File: src/rtl/iterative_shifter_pkg.sv
// Shared encodings for the iterative shifter: operation codes (also used by the ALU
// control decoder) and the controller states.
package iterative_shifter_pkg;

  typedef enum logic [1:0] {
    SH_SLL  = 2'b00,
    SH_SRL  = 2'b01,
    SH_SRA  = 2'b10,
    SH_ROTR = 2'b11
  } sh_op_e;

  typedef enum logic [1:0] {
    ST_IDLE  = 2'b00,
    ST_SHIFT = 2'b01,
    ST_DONE  = 2'b10
  } state_e;

endpackage

File: src/rtl/shift_step.sv
// Combinational single-step shifter: moves value by k (0..STEP) positions per op.
// SRA fills vacated MSBs with the sign captured at start, not with the current MSB.
module shift_step
  import iterative_shifter_pkg::*;
#(
  parameter int WIDTH = 32,
  parameter int STEP  = 1,
  localparam int KW   = $clog2(STEP + 1)
) (
  input  logic [WIDTH-1:0] value,
  input  logic [KW-1:0]    k,
  input  sh_op_e           op,
  input  logic             sign,
  output logic [WIDTH-1:0] shifted
);

  always_comb begin
    shifted = value;
    unique case (op)
      SH_SLL:  shifted = value << k;
      SH_SRL:  shifted = value >> k;
      SH_SRA:  shifted = WIDTH'({{WIDTH{sign}}, value} >> k);
      SH_ROTR: shifted = WIDTH'({value, value} >> k);
      default: shifted = value;
    endcase
  end

endmodule

File: src/rtl/iterative_shifter.sv
// Multi-cycle shifter (SLL/SRL/SRA/ROTR), up to STEP positions per clock.
// start/busy/done handshake; result only updates on the edge entering DONE.
module iterative_shifter
  import iterative_shifter_pkg::*;
#(
  parameter int WIDTH = 32,
  parameter int STEP  = 1,
  localparam int SHW  = $clog2(WIDTH)
) (
  input  logic             clk,
  input  logic             reset,
  input  logic             start,
  input  logic [1:0]       op,
  input  logic [WIDTH-1:0] data_in,
  input  logic [SHW-1:0]   shamt,
  output logic             busy,
  output logic             done,
  output logic [WIDTH-1:0] result
);

  localparam int KW = $clog2(STEP + 1);

  state_e           state, state_nxt;
  logic [WIDTH-1:0] work, work_nxt;
  sh_op_e           op_q;
  logic             sign_q;
  logic [SHW-1:0]   remaining, rem_nxt;
  logic [SHW:0]     rem_ext;
  logic [KW-1:0]    k;
  logic             accept, last;

  // STEP may equal WIDTH, which does not fit in SHW bits, so compare one bit wider.
  assign rem_ext = {1'b0, remaining};
  assign k       = (rem_ext >= (SHW+1)'(STEP)) ? KW'(STEP) : rem_ext[KW-1:0];
  assign rem_nxt = remaining - SHW'(k);
  assign last    = (rem_nxt == '0);
  assign accept  = start && (state != ST_SHIFT);

  shift_step #(.WIDTH(WIDTH), .STEP(STEP)) u_step (
    .value   (work),
    .k       (k),
    .op      (op_q),
    .sign    (sign_q),
    .shifted (work_nxt)
  );

  always_ff @(posedge clk or posedge reset) begin
    if (reset) state <= ST_IDLE;
    else       state <= state_nxt;
  end

  always_comb begin
    state_nxt = state;
    unique case (state)
      ST_IDLE, ST_DONE: begin
        if (accept) state_nxt = (shamt == '0) ? ST_DONE : ST_SHIFT;
        else        state_nxt = ST_IDLE;
      end
      ST_SHIFT: if (last) state_nxt = ST_DONE;
      default:  state_nxt = ST_IDLE;
    endcase
  end

  always_ff @(posedge clk or posedge reset) begin
    if (reset) begin
      work      <= '0;
      op_q      <= SH_SLL;
      sign_q    <= 1'b0;
      remaining <= '0;
      result    <= '0;
    end else if (accept) begin
      work      <= data_in;
      op_q      <= sh_op_e'(op);
      sign_q    <= data_in[WIDTH-1];
      remaining <= shamt;
      if (shamt == '0) result <= data_in;
    end else if (state == ST_SHIFT) begin
      work      <= work_nxt;
      remaining <= rem_nxt;
      if (last) result <= work_nxt;
    end
  end

  assign busy = (state == ST_SHIFT);
  assign done = (state == ST_DONE);

endmodule
File: config.mk
export PLATFORM = sky130hd
export DESIGN_NAME = iterative_shifter
export DESIGN_NICKNAME = d
export VERILOG_FILES = /design/src/rtl/iterative_shifter_pkg.sv /design/src/rtl/shift_step.sv /design/src/rtl/iterative_shifter.sv
export SDC_FILE = /design/constraint.sdc
export NUM_CORES = 1
export LEC_CHECK = 0
export ABC_AREA = 1
export BUFFER_PORTS_ARGS = -buffer_cell sky130_fd_sc_hd__buf_2
export CELL_PAD_IN_SITES_DETAIL_PLACEMENT = 0
export CELL_PAD_IN_SITES_GLOBAL_PLACEMENT = 1
export CORE_MARGIN = 2
export CORE_UTILIZATION = 31
export DETAILED_ROUTE_END_ITERATION = 16
export PLACE_DENSITY = 0.73
export SETUP_SLACK_MARGIN = 0.3
export SYNTH_ARGS = -nofsm -noshare
export SYNTH_HDL_FRONTEND = slang
export SYNTH_SLANG_ARGS = --single-unit
File: constraint.sdc
create_clock -name clk -period 2.9 [get_ports clk]
set_clock_uncertainty 0.1 [all_clocks]
set_input_delay 0.58 -clock clk [delete_from_list [all_inputs] [get_ports clk]]
set_output_delay 0.58 -clock clk [all_outputs]
set_load 0.02 [all_outputs]
; Word-level counts from Yosys, hierarchy flattened
; Cells that the tools add are included.
[totals]
output_inout_bits = 34
word_cells = 43
reg_bits = 74
[op_classes]
add_sub_neg = 1
mux = 14
magnitude_cmp = 1
n_reduce_logical = 9
shift = 4
eq_ne = 8
[ops]
columns = op, n
row1 = $mux 32, 6
row2 = $pmux 32 s4, 1
row3 = $shr 64x1->32, 2
row4 = $shl 32x1->32, 1
row5 = $shr 32x1->32, 1
row6 = $logic_not 5->1, 2
row7 = $mux 5, 2
row8 = $eq 2x2->1 const B, 3
row9 = $mux 2, 3
row10 = $ne 2x1->1 const B, 3
row11 = $ge 5x1->1 const B, 1
row12 = $sub 5x1->5, 1
row13 = $eq 2x1->1 const B, 2
row14 = $logic_not 2->1, 2
row15 = $pmux 2 s2, 1
row16 = $reduce_bool 2->1, 2
row17 = $reduce_and 3->1, 1
row18 = $reduce_or 2->1, 1
row19 = $logic_and 1x1->1, 1
row20 = $mux 1, 1

; Longest topological paths before layout
[logic_depth]
word_depth = 7
ltp_mapped = 15
mapped_depth_nobuf = 14

; Cells and area by module
; A second synthesis with hierarchy kept.
[hier_totals]
cells_unflattened = 634
hier_area_um2 = 4340.4
[modules_own_cells]
columns = mod, area_each_um2, instances, cells_per_inst
row1 = iterative_shifter, 3449.6, 1, 426
row2 = shift_step, 890.9, 1, 208

; Least setup slack after synthesis
; No wires, ideal clock.
[synth_timing]
kind = reg-to-reg
from = reg remaining[2]
to = reg result[10]
path_slack_ps = 848
stages_incl_launch_ff = 14
synth_period_minus_slack_ps = 2052
path_buffers = 1
t_required_ps = 2683
t_arrival_ps = 1835
cell_sequence = dfrtp_1 -> nor2_2 -> nand2_1 -> nand2_1 -> inv_1 -> ha_1 -> nand2_1 -> nor2_1 -> nand2_1 -> a21oi_4 -> inv_2 -> buf_2 -> nand2_1 -> nand2_1
[synth_between]
elab_chain_len = 7
elab_cells_between_ends = 14
cone_classes = add/sub (1) / order compare (1) / shift (4) / mux (5) / reduce/logical (3)
[synth_rtl]
columns = item, line
row1 = "start, declared", iterative_shifter.sv:27  ; logic [SHW-1:0] remaining, rem_nxt;
row2 = "start signal, assigned", iterative_shifter.sv:75  ; remaining <= shamt;
row3 = "start signal, assigned", iterative_shifter.sv:79  ; remaining <= rem_nxt;
row4 = "parallel branches: the longest is 7 deep, another holds $ge 5x1->1", n/a
row5 = "end signal, assigned", iterative_shifter.sv:76  ; if (shamt == '0) result <= data_in;
row6 = "end signal, assigned", iterative_shifter.sv:80  ; if (last) result <= work_nxt;
row7 = "end, declared", iterative_shifter.sv:18  ; output logic [WIDTH-1:0] result
; Several ways; the timed one is not identified. The select of a mux whose other input is x is not followed.
; A chain may end at the register's enable or synchronous reset.

; Worst setup path after layout
[layout_timing]
from = reg remaining[3]
to = reg result[29]
; The elaborated chain is that of the path after synthesis.

==> flow_metrics.env <==
export IMPL_outcome="finished clean"
export IMPL_grt_start_max_net_pins=81
export IMPL_largest_driver_fanout_on_the_critical_path=17
export IMPL_report_final_slew_viol_count=0
export IMPL_synth_nets=641
export IMPL_io_pins=76
export IMPL_grt_pass1_wl_mm=19.1
export IMPL_cts_buffers_inserted=9
export IMPL_die_h_um=120
export IMPL_cts_root_buffer="sky130_fd_sc_hd__clkbuf_16"
export IMPL_synthesis_area_um2=4180
export IMPL_vdd_ir_drop_max_mv=0.539
export IMPL_class_of_the_most_critical_setup_path="reg -> reg"
export IMPL_report_final_hold_viol_count=0
export IMPL_drc=0
export IMPL_tritoncts="built"
export IMPL_cts_root_to_sink_buffers=2
export IMPL_synth_seq_area_share=0.444
export IMPL_power_static_leakage_nw=2.69
export IMPL_finalSetupViolCount=0
export IMPL_synth_cells=598
export IMPL_fraction_of_final_layout_cells_with_drive_strength_greater_than_1=0.197
export IMPL_final_cells=842
export IMPL_rr_startpoint="remaining[3]$_DFFE_PP0P_"
export IMPL_worst_ep_arrival_time_ps=2580
export IMPL_postRouteAntennaNets=0
export IMPL_initial_drc_count=199
export IMPL_critPathRequiredTime_ps=3080
export IMPL_power_density_normalized_to_cell_area_nw_per_um2=1210
export IMPL_first_global_vias=3919
export IMPL_port_buffers=75
export IMPL_worst_r2r_cell_count=13
export IMPL_grt_util_all_layers=0.166
export IMPL_yosysUniqueCellTypes=26
export IMPL_syn_area_per_cell_um2=6.98
export IMPL_cap_viol_max_count=0
export IMPL_min_delay_path_class="in -> async"
export IMPL_htreeDepth=3
export IMPL_destination_of_the_critical_timing_path="result[29]$_DFFE_PP0P_"
export IMPL_std_cell_rows=42
export IMPL_viasPerCell=4.77
export IMPL_crit_path_start_kind="register"
export IMPL_final_nets=708
export IMPL_flow_area_growth_from_synthesis_pct=20.1
export IMPL_num_vias=4017
export IMPL_dp_cells=827
export IMPL_clkTransAtPathRegs_ps=60
export IMPL_dieArea_um2=14400
export IMPL_chipWidth_um=120
export IMPL_ctsHoldBuffers=0
export IMPL_worst_r2r_setup_slack_ps=500
export IMPL_finalWirelength_mm=11.1
export IMPL_floorplan_core_area_um2=13200
export IMPL_worst_slew_margin_rel=0.583
export IMPL_ys_warnings_count=0
export IMPL_layout_cells_most_common="sky130_fd_sc_hd__nand2_1"
export IMPL_drt_wirelength_per_cell_um=13.2
export IMPL_floorplan_initialDensity=0.317
export IMPL_grt_antenna_before_repair=0
export IMPL_commonest_non_fill_non_tap_cells_in_the_layout="192 x sky130_fd_sc_hd__nand2_1, 137 x sky130_fd_sc_hd__nand3_1, 75 x sky130_fd_sc_hd__buf_2, 74 x sky130_fd_sc_hd__dfrtp_1, 54 x sky130_fd_sc_hd__nor2_1"
export IMPL_final_setup_tns_ps=0
export IMPL_dp_hpwl_mm=7.28
export IMPL_firstDrtPassIters=5
export IMPL_timing_critical_path_to_type="register"
export IMPL_fmax_mhz=417
export IMPL_rsz0062_at_grt="false"
export IMPL_ys_ff_latch=74
export IMPL_post_route_period_util=0.827
export IMPL_grt_ovfl_total=0
export IMPL_worstSetupStartpoint="remaining[3]$_DFFE_PP0P_"
export IMPL_worst_pin_slew_ps=623
export IMPL_gpl_final_weighted_congestion=0.809
export IMPL_clock_latency_reported_for_the_late_side_of_the_worst_skew_pair_ps=340
export IMPL_antenna_cells_inserted=0
export IMPL_clock_sinks=74
export IMPL_r2r_end="result[29]$_DFFE_PP0P_"
export IMPL_timing_final_crit_period_ps=2400
==> per-layer routing <==
layer / part of all wire / GRT usage / up-vias / wire (um)
met5: 0 / 0 / - / 0
met4: 0.026 / 0.0750 / 0 / 292
met3: 0.047 / 0.0342 / 20 / 526
met2: 0.45 / 0.258 / 93 / 4930
met1: 0.48 / 0.223 / 1869 / 5320
li1: - / - / 2035 / -
==> layout make-up <==
cell class	instances	area (um^2)
Timing Repair Buffer	89	500
Clock inverter	1	5.00
Fill cell	1439	8180
Inverter	49	189
Sequential cell	74	1850
Clock buffer	11	243
Tap cell	176	220
Multi-Input combinational cell	442	2000
==> cells in the mapped netlist <==
master                       n  area, um^2
sky130_fd_sc_hd__a21oi_1     2        10.0
sky130_fd_sc_hd__a21oi_4     1        16.3
sky130_fd_sc_hd__buf_1       2        7.51
sky130_fd_sc_hd__buf_2       8        40.0
sky130_fd_sc_hd__buf_4       5        37.5
sky130_fd_sc_hd__clkbuf_1   18        67.6
sky130_fd_sc_hd__dfrtp_1    74        1850
sky130_fd_sc_hd__ha_1        1        12.5
sky130_fd_sc_hd__inv_1      44         165
sky130_fd_sc_hd__inv_2       5        18.8
sky130_fd_sc_hd__nand2_1   192         721
sky130_fd_sc_hd__nand2_2     1        6.26
sky130_fd_sc_hd__nand2_4     1        11.3
sky130_fd_sc_hd__nand3_1   138         691
sky130_fd_sc_hd__nand4_1     2        12.5
sky130_fd_sc_hd__nor2_1     55         206
sky130_fd_sc_hd__nor2_2      3        18.8
sky130_fd_sc_hd__nor2_4      1        11.3
sky130_fd_sc_hd__nor3_1      1        5.00
sky130_fd_sc_hd__o211ai_1    1        7.51
sky130_fd_sc_hd__o21ai_0    14        70.1
sky130_fd_sc_hd__o21ai_1     1        5.00
sky130_fd_sc_hd__o221ai_1    2        17.5
sky130_fd_sc_hd__or2_1       9        56.3
sky130_fd_sc_hd__or2_2      16         100
sky130_fd_sc_hd__xor2_1      1        8.76
==> state kept, by name, summed over array words and instances, names as in the netlist <==
register and count:
result 32, work 32, state 2, sign_q 1, remaining 5, op_q 2
==> where the power goes <==
| part | switching (W) | leakage [nW] | internal [W] |
|---|---|---|---|
| logic | 0.00206 | 1.65 | 0.00110 |
| registers | 0.000389 | 0.915 | 0.00155 |
| clock network | 0.000410 | 0.123 | 0.000582 |
| total | 0.00286 | 2.69 | 0.00323 |
==> repair_timing <==
action	in CTS	in global routing
gates resized for setup	0	7
setup endpoints to repair	0	32
setup buffers	0	3
==> worst min path at each step <==
stage                                startpoint                     end  slack [ps]  cells after the start
after floorplan            work[31]$_DFFE_PP0P_    work[31]$_DFFE_PP0P_         370                      2
after global placement    result[3]$_DFFE_PP0P_   result[3]$_DFFE_PP0P_         360                      2
after detailed placement  result[7]$_DFFE_PP0P_   result[7]$_DFFE_PP0P_         360                      2
after CTS                                 reset  result[13]$_DFFE_PP0P_         280                      3
after global routing                      reset  result[13]$_DFFE_PP0P_         310                      3
final                                     reset  result[13]$_DFFE_PP0P_         260                      3
==> worst max-delay path, cell delays in order (launching register included) <==
cell and delay [ps]:
sky130_fd_sc_hd__dfrtp_1 420, sky130_fd_sc_hd__nor2_4 190, sky130_fd_sc_hd__nand2_1 90, sky130_fd_sc_hd__nand2_1 100, sky130_fd_sc_hd__inv_1 90, sky130_fd_sc_hd__ha_1 200, sky130_fd_sc_hd__nand2_1 90, sky130_fd_sc_hd__nand2_1 70
sky130_fd_sc_hd__nor2_1 80, sky130_fd_sc_hd__nand2_1 120, sky130_fd_sc_hd__a21oi_4 350, sky130_fd_sc_hd__buf_8 230, sky130_fd_sc_hd__nand3_1 130, sky130_fd_sc_hd__nand2_1 70
==> through the flow <==
| stage | cell area (um^2) | util | hold slack [ps] | total power (W) | worst slack, ps |
|---|---|---|---|---|---|
| finish | 5010 | 0.380 | 255 | 0.00609 | 503 |
| global placement | 4720 | 0.358 | 356 | 0.00506 | 467 |
| floorplan | 4180 | - | 371 | 0.00424 | 338 |
| global route | 5010 | 0.380 | 309 | 0.00671 | 317 |
| detailed placement | 4720 | 0.358 | 358 | 0.00508 | 379 |
| CTS | 4970 | 0.377 | 275 | 0.00611 | 357 |
==> cell families after synthesis <==
group,after synthesis,share of synthesized area
AO/OA/AOI/OAI,21,0.0303
XOR/XNOR,1,0.00210
adder cells (fa/ha/maj),1,0.00300
buffers and inverters,82,0.0806
flip-flops,74,0.444
AND/OR/NAND/NOR,419,0.441
Note: power is estimated with default switching activity, not from simulation.
